==> config.mk <==
export PLATFORM = sky130hd
export DESIGN_NAME = cart_upload_reader_flat
export DESIGN_NICKNAME = d
export VERILOG_FILES = /design/src/rtl/cart_upload_if.sv /design/src/rtl/cart_upload_reader.sv /design/src/flat_wrapper.sv
export SDC_FILE = /design/constraint.sdc
export NUM_CORES = 1
export LEC_CHECK = 0
export BUFFER_PORTS_ARGS = -buffer_cell sky130_fd_sc_hd__buf_2
export CORE_ASPECT_RATIO = 1.1
export CORE_UTILIZATION = 44
export DETAILED_ROUTE_END_ITERATION = 8
export PLACE_DENSITY_LB_ADDON = 0.3
export SETUP_SLACK_MARGIN = 0.3
export SLEW_MARGIN = 5
export SYNTH_ARGS = -nofsm -noshare
export SYNTH_HDL_FRONTEND = slang
export SYNTH_SLANG_ARGS = --single-unit
==> constraint.sdc <==
create_clock -name clk_sys -period 2.1 [get_ports clk_sys]
set_input_delay 0 -clock clk_sys [delete_from_list [all_inputs] [get_ports clk_sys]]
set_output_delay 0 -clock clk_sys [all_outputs]
set_load 0.02 [all_outputs]
==> src/rtl/cart_upload_if.sv <==
// HPS upload handshake plus cart RAM read port, grouped for cart_upload_reader.
// The slave modport is the reader; the master modport is the HPS/RAM side.
interface cart_upload_if #(
    parameter int AW = 13
) ();
    logic          ioctl_upload;
    logic [7:0]    ioctl_index;
    logic          ioctl_rd;
    logic [24:0]   ioctl_addr;
    logic [15:0]   ioctl_din;
    logic          ioctl_wait;
    logic [AW-1:0] mem_addr;
    logic          mem_rd;
    logic [7:0]    mem_q;
    logic [AW:0]   mem_size;

    modport slave (
        input  ioctl_upload, ioctl_index, ioctl_rd, ioctl_addr, mem_q, mem_size,
        output ioctl_din, ioctl_wait, mem_addr, mem_rd
    );

    modport master (
        output ioctl_upload, ioctl_index, ioctl_rd, ioctl_addr, mem_q, mem_size,
        input  ioctl_din, ioctl_wait, mem_addr, mem_rd
    );
endinterface

==> src/rtl/cart_upload_reader.sv <==
// Serves HPS upload word reads from a byte-wide cart RAM, padding past mem_size with 8'hFF.
// Optional running byte checksum of returned words: define UPLOAD_CHECKSUM_EN.
module cart_upload_reader #(
    parameter int         AW           = 13,
    parameter logic [7:0] UPLOAD_INDEX = 8'd1
) (
    input  logic           clk_sys,
    input  logic           reset,
    cart_upload_if.slave   bus,
    output logic [15:0]    checksum
);

    localparam logic [1:0] IDLE = 2'd0;
    localparam logic [1:0] LO   = 2'd1;
    localparam logic [1:0] HI   = 2'd2;
    localparam logic [1:0] FILL = 2'd3;

    logic [1:0]    state_q, state_d;
    logic [24:0]   addr_q, addr_d;
    logic [7:0]    lo_q, lo_d;
    logic [15:0]   din_q, din_d;
    logic [AW-1:0] mem_addr_q, mem_addr_d;

    logic          start;
    logic [24:0]   addr_hi;
    logic [24:0]   size_ext;
    logic [7:0]    lo_byte;
    logic [7:0]    hi_byte;
    logic          unused_addr_bit;

    assign unused_addr_bit = bus.ioctl_addr[0];

    assign start    = bus.ioctl_rd && bus.ioctl_upload && (bus.ioctl_index == UPLOAD_INDEX);
    // addr_q is always even, so setting bit 0 is the +1 without a carry chain.
    assign addr_hi  = addr_q | 25'd1;
    assign size_ext = 25'(bus.mem_size);
    assign lo_byte  = (addr_q  >= size_ext) ? 8'hFF : bus.mem_q;
    assign hi_byte  = (addr_hi >= size_ext) ? 8'hFF : bus.mem_q;

    always_comb begin
        // NOTE: every next-state variable gets its hold value first so no path leaves it unassigned and infers a latch.
        state_d    = state_q;
        addr_d     = addr_q;
        lo_d       = lo_q;
        din_d      = din_q;
        mem_addr_d = mem_addr_q;
        case (state_q)
            IDLE: begin
                if (start) begin
                    addr_d     = {bus.ioctl_addr[24:1], 1'b0};
                    mem_addr_d = addr_d[AW-1:0];
                    state_d    = LO;
                end
            end
            LO: begin
                if (!bus.ioctl_upload) begin
                    state_d = IDLE;
                end else begin
                    mem_addr_d = addr_hi[AW-1:0];
                    state_d    = HI;
                end
            end
            HI: begin
                if (!bus.ioctl_upload) begin
                    state_d = IDLE;
                end else begin
                    lo_d    = lo_byte;
                    state_d = FILL;
                end
            end
            FILL: begin
                state_d = IDLE;
                if (bus.ioctl_upload) begin
                    din_d = {hi_byte, lo_q};
                end
            end
            default: state_d = IDLE;
        endcase
    end

    always_ff @(posedge clk_sys or posedge reset) begin
        if (reset) begin
            state_q    <= IDLE;
            addr_q     <= '0;
            lo_q       <= '0;
            din_q      <= '0;
            mem_addr_q <= '0;
        end else begin
            // NOTE: registers take non-blocking assignments so every flop samples pre-edge values.
            state_q    <= state_d;
            addr_q     <= addr_d;
            lo_q       <= lo_d;
            din_q      <= din_d;
            mem_addr_q <= mem_addr_d;
        end
    end

    assign bus.ioctl_din  = din_q;
    assign bus.ioctl_wait = (state_q != IDLE);
    assign bus.mem_rd     = (state_q == LO) || (state_q == HI);
    assign bus.mem_addr   = mem_addr_q;

`ifdef UPLOAD_CHECKSUM_EN
    logic        upload_q;
    logic [15:0] sum_q;
    logic        word_done;

    assign word_done = (state_q == FILL) && bus.ioctl_upload;

    always_ff @(posedge clk_sys or posedge reset) begin
        if (reset) begin
            upload_q <= 1'b0;
            sum_q    <= '0;
        end else begin
            upload_q <= bus.ioctl_upload;
            if (bus.ioctl_upload && !upload_q) begin
                sum_q <= '0;
            end else if (word_done) begin
                sum_q <= sum_q + 16'(lo_q) + 16'(hi_byte);
            end
        end
    end

    assign checksum = sum_q;
`else
    assign checksum = 16'h0000;
`endif

endmodule
==> src/flat_wrapper.sv <==
// flat-port wrapper written by rule: the top's interface ports become plain ports
module cart_upload_reader_flat 
#(
    parameter int         AW           = 13,
    parameter logic [7:0] UPLOAD_INDEX = 8'd1
)
  (clk_sys, reset, checksum, bus_ioctl_upload, bus_ioctl_index, bus_ioctl_rd, bus_ioctl_addr, bus_mem_q, bus_mem_size, bus_ioctl_din, bus_ioctl_wait, bus_mem_addr, bus_mem_rd);
  cart_upload_if #(.AW(AW)) bus_i ();
  input  logic clk_sys;
  input  logic reset;
  output logic [15:0] checksum;
  input wire logic [$bits(bus_i.ioctl_upload)-1:0] bus_ioctl_upload;
  input wire logic [$bits(bus_i.ioctl_index)-1:0] bus_ioctl_index;
  input wire logic [$bits(bus_i.ioctl_rd)-1:0] bus_ioctl_rd;
  input wire logic [$bits(bus_i.ioctl_addr)-1:0] bus_ioctl_addr;
  input wire logic [$bits(bus_i.mem_q)-1:0] bus_mem_q;
  input wire logic [$bits(bus_i.mem_size)-1:0] bus_mem_size;
  output wire logic [$bits(bus_i.ioctl_din)-1:0] bus_ioctl_din;
  output wire logic [$bits(bus_i.ioctl_wait)-1:0] bus_ioctl_wait;
  output wire logic [$bits(bus_i.mem_addr)-1:0] bus_mem_addr;
  output wire logic [$bits(bus_i.mem_rd)-1:0] bus_mem_rd;
  assign bus_i.ioctl_upload = bus_ioctl_upload;
  assign bus_i.ioctl_index = bus_ioctl_index;
  assign bus_i.ioctl_rd = bus_ioctl_rd;
  assign bus_i.ioctl_addr = bus_ioctl_addr;
  assign bus_i.mem_q = bus_mem_q;
  assign bus_i.mem_size = bus_mem_size;
  assign bus_ioctl_din = bus_i.ioctl_din;
  assign bus_ioctl_wait = bus_i.ioctl_wait;
  assign bus_mem_addr = bus_i.mem_addr;
  assign bus_mem_rd = bus_i.mem_rd;
  cart_upload_reader #(.AW(AW), .UPLOAD_INDEX(UPLOAD_INDEX)) u_core (.clk_sys(clk_sys), .reset(reset), .bus(bus_i), .checksum(checksum));
endmodule
==> summary.md, run 1 <==
| Metric | Value |
|---|---|
| Status | `completed` |
| Area share of the leading cell type in the synthesized netlist | `49.2%` |
| Share of cells above drive strength 1 | `40.0%` |
| Clock Tree Root | `clkbuf_8` |
| Tcrit/Tclk final | `around 88%` |
| Final nets | `500` |
| Most frequent cells in the layout | `buf_2, dfrtp_1, dlygate4sd3_1` |
| Slew Limit Fails | `0` |
| Dpl cell area | `between 0.003 and 0.004 mm²` |
| Vias per inst | `approximately 5` |
| Drt first pass iters | `5` |
| Area leader, netlist | `dfrtp_1` |
| DR vias | `roughly 2600` |
| Total gr overflow | `0` |
| Startpoint types | `flop` |
| Final Cell Area | `0.00452 mm²` |
| Clk pin slew, worst setup/hold paths | `0.08 ns` |
| Antenna violations before repair | `0` |
| Core box area | `0.00705 mm²` |
| Starting Density | `45.5%` |
| Max Cap Viol | `0` |
| Die Area | `0.00763 mm²` |
| #FFs+latches synth | `63` |
| Syn Area/Cell | `11.4 µm²` |
| Pwr dens | `1050 mW/mm²` |
| Final wirelength | `roughly 7700 µm` |
| HP Class | `in -> reg` |
| CTS tree | `built` |
| Synth cell types | `36` |
| Area delta synth->final | `41.0%` |
| Commonest non-fill, non-tap cell in the layout | `buf_2` |
| First-pass GRT wire length | `12600 µm` |
| Hpwl dp | `4920 µm` |
| DR iter-0 viols | `between 60 and 70` |
| Mapped Area | `~0.0032 mm²` |
| Number of remaining DRC errors | `0` |
| Setup TNS Final | `0 ns` |
| Warning count from the yosys run | `0` |
| Die width | `around 83 µm` |
| Final worst slack | `0.242 ns` |
| Gr usage total | `21.4%` |
| Dpl ws | `0.0553 ns` |
| Final Hold Fails | `0` |
| Final setup violation count | `0` |
| Vias in the first global route | `2716` |
| Achievable frequency | `around 0.54 GHz` |
| Maximum VDD drop | `roughly 0.74 mV` |
| Die span in y | `roughly 90 µm` |
| Crit path kind | `reg -> reg` |
| TritonCTS Buffers | `9` |
| Data required, critical path | `2.38 ns` |
| Worst Tran Pin Value | `~0.64 ns` |
| WL per Instance | `15.0 µm` |
| CP Max Fanout | `8` |
| Gate Count Post-Synth | `~280` |
| Post-Route Skew | `approximately 0.011 ns` |
| RSZ-0062 raised after global routing | `true` |
| Worst skew pair latency | `0.35 ns` |
| Gp weighted congestion | `0.781` |
| Worst setup EP type | `flop` |
| Worst-case clock buffer depth | `2` |
| Routed Antenna Nets | `0` |
| Largest net degree at the start of global routing | `37` |
| Final core utilization | `64.1%` |
| Slew Limit Headroom | `a little under three fifths` |
| Seq/Total Area, Yosys | `49.2%` |
| Min Tclk post-route | `1.86 ns` |
| Top post-synthesis cells by area | `dfrtp_1, mux2_4, ha_1` |
| P_leak | `2.33 nW` |
| IO Count | `106` |
| H-tree levels | `3` |
| Port-buffer cells | `88` |
| Row count | `32` |
| Arr. time, crit path | `2.14 ns` |
| Clock tree sinks | `63` |
| # diodes | `0` |
[path summary, 6_finish.rpt]
path                       slack (ns)                    startpoint  cells after the start                                    to
max                              0.24  u_core.addr_q[7]$_DFFE_PP0P_                      6  u_core.bus.ioctl_din[15]$_DFFE_PP0P_
min                              0.16            bus_ioctl_index[7]                      4         u_core.state_q[0]$_DFFE_PP0P_
max reg2reg                      0.24  u_core.addr_q[7]$_DFFE_PP0P_                      6  u_core.bus.ioctl_din[15]$_DFFE_PP0P_
min reg2reg                      0.47    u_core.lo_q[5]$_DFFE_PP0P_                      2   u_core.bus.ioctl_din[5]$_DFFE_PP0P_
max in group asynchronous        1.19                         reset                      4    u_core.bus.mem_addr[9]$_DFFE_PP0P_
min in group asynchronous        0.29                         reset                      3   u_core.bus.ioctl_din[4]$_DFFE_PP0P_
[final cells by class]
cell class              count  area (µm²)
flip-flops and latches     63        1580
inverters                  19        71.3
fillers                   573        2530
clock inverters             7        73.8
repair buffers            140         977
clock buffers               9         124
multi-input cells         189        1590
well taps                  85         106
[flip-flops by register name, indices dropped and copies added, names as in the netlist]
register and count:
u_core.bus.ioctl_din 16, u_core.lo_q 8, u_core.state_q 2, u_core.bus.mem_addr 13, u_core.addr_q 24
[layer usage]
metal | wire length, µm | track usage [%]
met5 | 0 | 0
met4 | 177 | 11.6
met3 | 311 | 4.45
met2 | 4050 | 37.3
met1 | 3140 | 24.4
[Yosys cell counts, drive strengths merged]
cell type / n
and2: 2
o22a: 8
clkbuf: 5
o21bai: 1
or2: 1
nand4: 3
inv: 19
a21o: 1
mux2: 24
conb: 1
a21oi: 22
nor4: 3
dfrtp: 63
ha: 19
or4: 2
nor2: 15
o21ai: 7
nand4b: 1
nand3: 1
nand2: 33
nor2b: 1
or3: 2
o32a: 8
nor3: 3
mux2i: 13
buf: 21
a2111oi: 1
o2111ai: 1
a211oi: 1
[critical path: stages (launching register included)]
cell	delay, ns
dfrtp_1	0.42
ha_4	0.28
nand4_1	0.18
a21o_1	0.23
a2111oi_4	0.35
buf_6	0.18
o32a_1	0.15
[stage by stage]
step	hold slack [ns]	power (mW)	instances
final	0.161	4.75	512
after global routing	0.179	5.06	512
after CTS	0.130	4.77	509
after detailed placement	0.119	3.64	450
after global placement	0.108	3.59	450
after floorplan	0.126	3.04	297
[power breakdown]
group	total [mW]	switching (mW)	internal (mW)	leakage (nW)
sequential	1.79	0.206	1.59	0.803
combinational	1.90	1.10	0.799	1.43
clock	1.06	0.511	0.549	0.0992
total	4.75	1.81	2.94	2.33
[logic make-up (layout without fill, tap and decap cells)]
group           Yosys count  after routing  synth area share [%]
compound gates           50             50                  10.6
flops                    63             63                  49.2
fa+ha+maj                19             19                  7.42
simple gates             67             67                  9.45
buf+inv                  45            175                  8.44
other cells               1             16                 0.117
mux                      37             37                  14.7
[timing repair]
action	CTS	global route
gates cloned	0	1
hold buffers	34	0
setup buffers	9	2
setup endpoints to repair	16	35
hold endpoints to repair	80	0
resized for setup	10	11
pin swaps	12	19
No activity file was read; power rests on OpenSTA's default activity.
==> run 2: changes to the inputs <==
--- a/config.mk
+++ b/config.mk
@@ -5,9 +5,11 @@
 export SDC_FILE = /design/constraint.sdc
 export NUM_CORES = 1
 export LEC_CHECK = 0
+export ABC_AREA = 1
 export BUFFER_PORTS_ARGS = -buffer_cell sky130_fd_sc_hd__buf_2
 export CORE_ASPECT_RATIO = 1.1
 export CORE_UTILIZATION = 44
+export CTS_BUF_LIST = sky130_fd_sc_hd__clkbuf_8
 export DETAILED_ROUTE_END_ITERATION = 8
 export PLACE_DENSITY_LB_ADDON = 0.3
 export SETUP_SLACK_MARGIN = 0.3
==> run 2 against run 1 <==
  * Sequential share of layout area up 0.32 points
  * Critical endpoint is now u_core.bus.mem_addr[3]$_DFFE_PP0P_
  * Sequential cell count unchanged
  * Via count up 20%
  * Hold slack better by 0.079 ns
  * Register-to-register slack better by 0.23 ns
  * Non-clock buffer count down 11
  * Largest power group unchanged
==> summary.md, run 2 <==
| Metric | Value |
|---|---|
| Achievable frequency | `0.612 GHz (+14%)` |
| Mapped Area | `0.00338 mm² (+5.6%)` |
| Slew Limit Fails | `0 (unchanged)` |
| Largest net degree at the start of global routing | `37 (unchanged)` |
| Hold path startpoint | `bus_ioctl_rd` |
| TritonCTS Buffers | `9 (unchanged)` |
| Post CTS Setup Buffer Count | `0 (-9)` |
| Worst Tran Pin Value | `0.576 ns (-0.0618 ns)` |
| Tcrit/Tclk final | `77.8% (-11 points)` |
| Worst Hold End | `u_core.addr_q[18]$_DFFE_PP0P_` |
| Port-buffer cells | `88 (unchanged)` |
| R2R setup slack | `0.47 ns (+0.23 ns)` |
| Gp weighted congestion | `0.787 (+0.72%)` |
| Final Cell Area | `0.00448 mm² (-0.91%)` |
| Top post-synthesis cells by area | `dfrtp_1, nand2_1, inv_1` |
| Starting Density | `45.5% (+0.051 points)` |
| Final Hold Fails | `0 (unchanged)` |
| IO Count | `106 (unchanged)` |
| Warning count from the yosys run | `0 (unchanged)` |
| HP Class | `in -> reg` |
| Min Tclk post-route | `1.63 ns (-0.225 ns)` |
| Async set-reset flop share out of synthesis | `100% (unchanged)` |
| CP cell instances | `inv_1 > ha_1 > inv_2 > o21ai_0 > nand2_4 > nand2_1 > o21ai_1` |
| Syn Area/Cell | `7.62 µm² (-33%)` |
| Gr usage total | `20.4% (-0.97 points)` |
| Hpwl dp | `5080 µm (+3.3%)` |
| Final Total Pwr | `5.04 mW (+6.0%)` |
| Row count | `33 (+3.1%)` |
| Clk pin slew, worst setup/hold paths | `0.07 ns (about the same)` |
| Crit path kind | `reg -> reg` |
| CP Max Fanout | `25 (+17)` |
| Slew Limit Headroom | `61.5% (+4.1 points)` |
| Top_reg_cell synth | `dfrtp_1` |
| Share of cells above drive strength 1 | `21.2% (-19 points)` |
| Startpoint types | `flop` |
| CTS tree | `built` |
| Die Area | `0.00804 mm² (+5.5%)` |
| Reg2reg start | `u_core.state_q[0]$_DFFE_PP0P_` |
| EDFF count, synth | `0 (unchanged)` |
| Reg2Reg Depth | `7 (+1)` |
| Worst skew pair latency | `0.35 ns (about the same)` |
| Worst hold path cell count | `6 (+2)` |
| Data required, critical path | `2.33 ns (-0.05 ns)` |
| Status | `completed` |
| Routed Antenna Nets | `0 (unchanged)` |
| First-pass GRT wire length | `12600 µm (+0.76%)` |
| Largest register FFs | `24 (unchanged)` |
| RSZ-0062 raised after global routing | `true` |
| Slowest-stage cell, CP | `dfrtp_1` |
| Final setup violation count | `0 (unchanged)` |
| Worst-case clock buffer depth | `2 (unchanged)` |
| Final wirelength | `7630 µm (-0.68%)` |
| Slowest Stage Delay on Critical Path | `0.42 ns (about the same)` |
| Area leader, netlist | `dfrtp_1` |
| Synth cell types | `21 (-42%)` |
| Die width | `85.6 µm (+2.7%)` |
| Worst setup EP type | `flop` |
| DR iter-0 viols | `102 (+62%)` |
| Final core utilization | `60.2% (-3.9 points)` |
| Number of remaining DRC errors | `0 (unchanged)` |
| Biggest register | `u_core.addr_q` |
| Post-Route Skew | `0.0112 ns (+0.000644 ns)` |
| Die span in y | `94.0 µm (+2.7%)` |
| DR vias | `3076 (+20%)` |
| Area delta synth->final | `32.3%` |
| Vias in the first global route | `2921 (+7.5%)` |
| Fin cells | `659 (+29%)` |
| Most common cell in the netlist | `nand2_1` |
| H-tree levels | `3 (unchanged)` |
| Pwr dens | `1130 mW/mm² (+7.0%)` |
| Clock Tree Root | `clkbuf_8` |
| Area share of the leading cell type in the synthesized netlist | `46.6% (-2.6 points)` |
| Max Cap Viol | `0 (unchanged)` |
| Drt first pass iters | `4 (-1)` |
| Setup TNS Final | `0 ns (unchanged)` |
| Core box area | `0.00743 mm² (+5.5%)` |
| P_leak | `2.65 nW (+14%)` |
| Seq/Total Area, Yosys | `46.6% (-2.6 points)` |
| Total gr overflow | `0 (unchanged)` |
| # diodes | `0 (unchanged)` |
| Placed cells | `610 (+36%)` |
| Antenna violations before repair | `0 (unchanged)` |
| Dpl cell area | `0.00385 mm² (+2.9%)` |
| Vias per inst | `4.67 (-6.4%)` |
| Most frequent cells in the layout | `nand2_1, buf_2, inv_1` |
| Final nets | `646 (+29%)` |
| Arr. time, crit path | `1.87 ns (-0.27 ns)` |
| Commonest non-fill, non-tap cell in the layout | `nand2_1` |
| CP Buf/Inv Count | `2 (+1)` |
| WL per Instance | `11.6 µm (-23%)` |
| Gate Count Post-Synth | `444 (+57%)` |
| #FFs+latches synth | `63 (unchanged)` |
| Clock tree sinks | `63 (unchanged)` |
| Capturing point of the worst reg2reg path | `u_core.bus.mem_addr[3]$_DFFE_PP0P_` |
| Top delay family on crit path | `flip-flops` |
| Synth cell count leaders | `nand2_1, inv_1, dfrtp_1` |
| Maximum VDD drop | `0.525 mV (-29%)` |
==> run 2: power by group <==
part           switching [mW]  internal, mW
registers               0.168          1.56
clock network           0.469         0.843
logic                    1.32         0.676
total                    1.95          3.08
==> run 2: cell type report <==
type / instances / area, µm²
Multi-Input combinational cell: 293 / 1440
Timing Repair Buffer: 129 / 837
Tap cell: 87 / 109
Sequential cell: 63 / 1580
Inverter: 72 / 270
Clock buffer: 11 / 151
Fill cell: 682 / 2960
Clock inverter: 4 / 93.8
==> run 2: cell families (layout without fill, tap and decap cells) <==
family,Yosys count,after routing,synth area share [%]
AND/OR/NAND/NOR,204,204,24.6
AO/OA/AOI/OAI,54,54,8.18
other,1,16,0.111
adder cells (fa/ha/maj),19,19,7.03
flip-flops,63,63,46.6
buffers and inverters,103,216,13.5
==> run 2: worst max path at each step <==
| stage | from | to | slack [ns] | depth (start not counted) |
|---|---|---|---|---|
| 3_5_place_dp | u_core.addr_q[6]$_DFFE_PP0P_ | u_core.bus.ioctl_din[13]$_DFFE_PP0P_ | 0.28 | 11 |
| 4_1_cts | u_core.state_q[0]$_DFFE_PP0P_ | u_core.addr_q[5]$_DFFE_PP0P_ | 0.30 | 5 |
| 3_3_place_gp | u_core.addr_q[8]$_DFFE_PP0P_ | u_core.bus.ioctl_din[9]$_DFFE_PP0P_ | 0.31 | 11 |
| 6_report | u_core.state_q[0]$_DFFE_PP0P_ | u_core.bus.mem_addr[3]$_DFFE_PP0P_ | 0.47 | 7 |
| 5_1_grt | u_core.addr_q[10]$_DFFE_PP0P_ | u_core.lo_q[5]$_DFFE_PP0P_ | 0.29 | 10 |
| 2_1_floorplan | u_core.addr_q[10]$_DFFE_PP0P_ | u_core.bus.ioctl_din[12]$_DFFE_PP0P_ | 0.50 | 10 |
==> run 2: timing repair <==
action,in CTS,in global routing
hold endpoints to repair,104,0
resized for setup,1,8
hold buffers,34,0
endpoints found under the setup margin,8,53
==> run 2: tightest hold or removal path: stages <==
cell and delay, ns:
buf_2 0.09, nand2_1 0.09, nor3_4 0.05, buf_4 0.19, nand3_1 0.08, nand2_1 0.05
==> run 2: per-stage QoR <==
step / hold slack, ns / worst slack [ns]
finish: 0.240 / 0.467
global route: 0.257 / 0.294
CTS: 0.231 / 0.303
detailed placement: 0.124 / 0.284
global placement: 0.131 / 0.312
floorplan: 0.143 / 0.504
==> run 2: metal layers <==
metal	up-vias	part of all wire [%]	global-route usage (%)
met3	14	4.0	3.51
met1	1408	44	24.2
li1	1573	-	-
met4	0	2.1	11.1
met2	81	50	35.1
met5	-	0	0
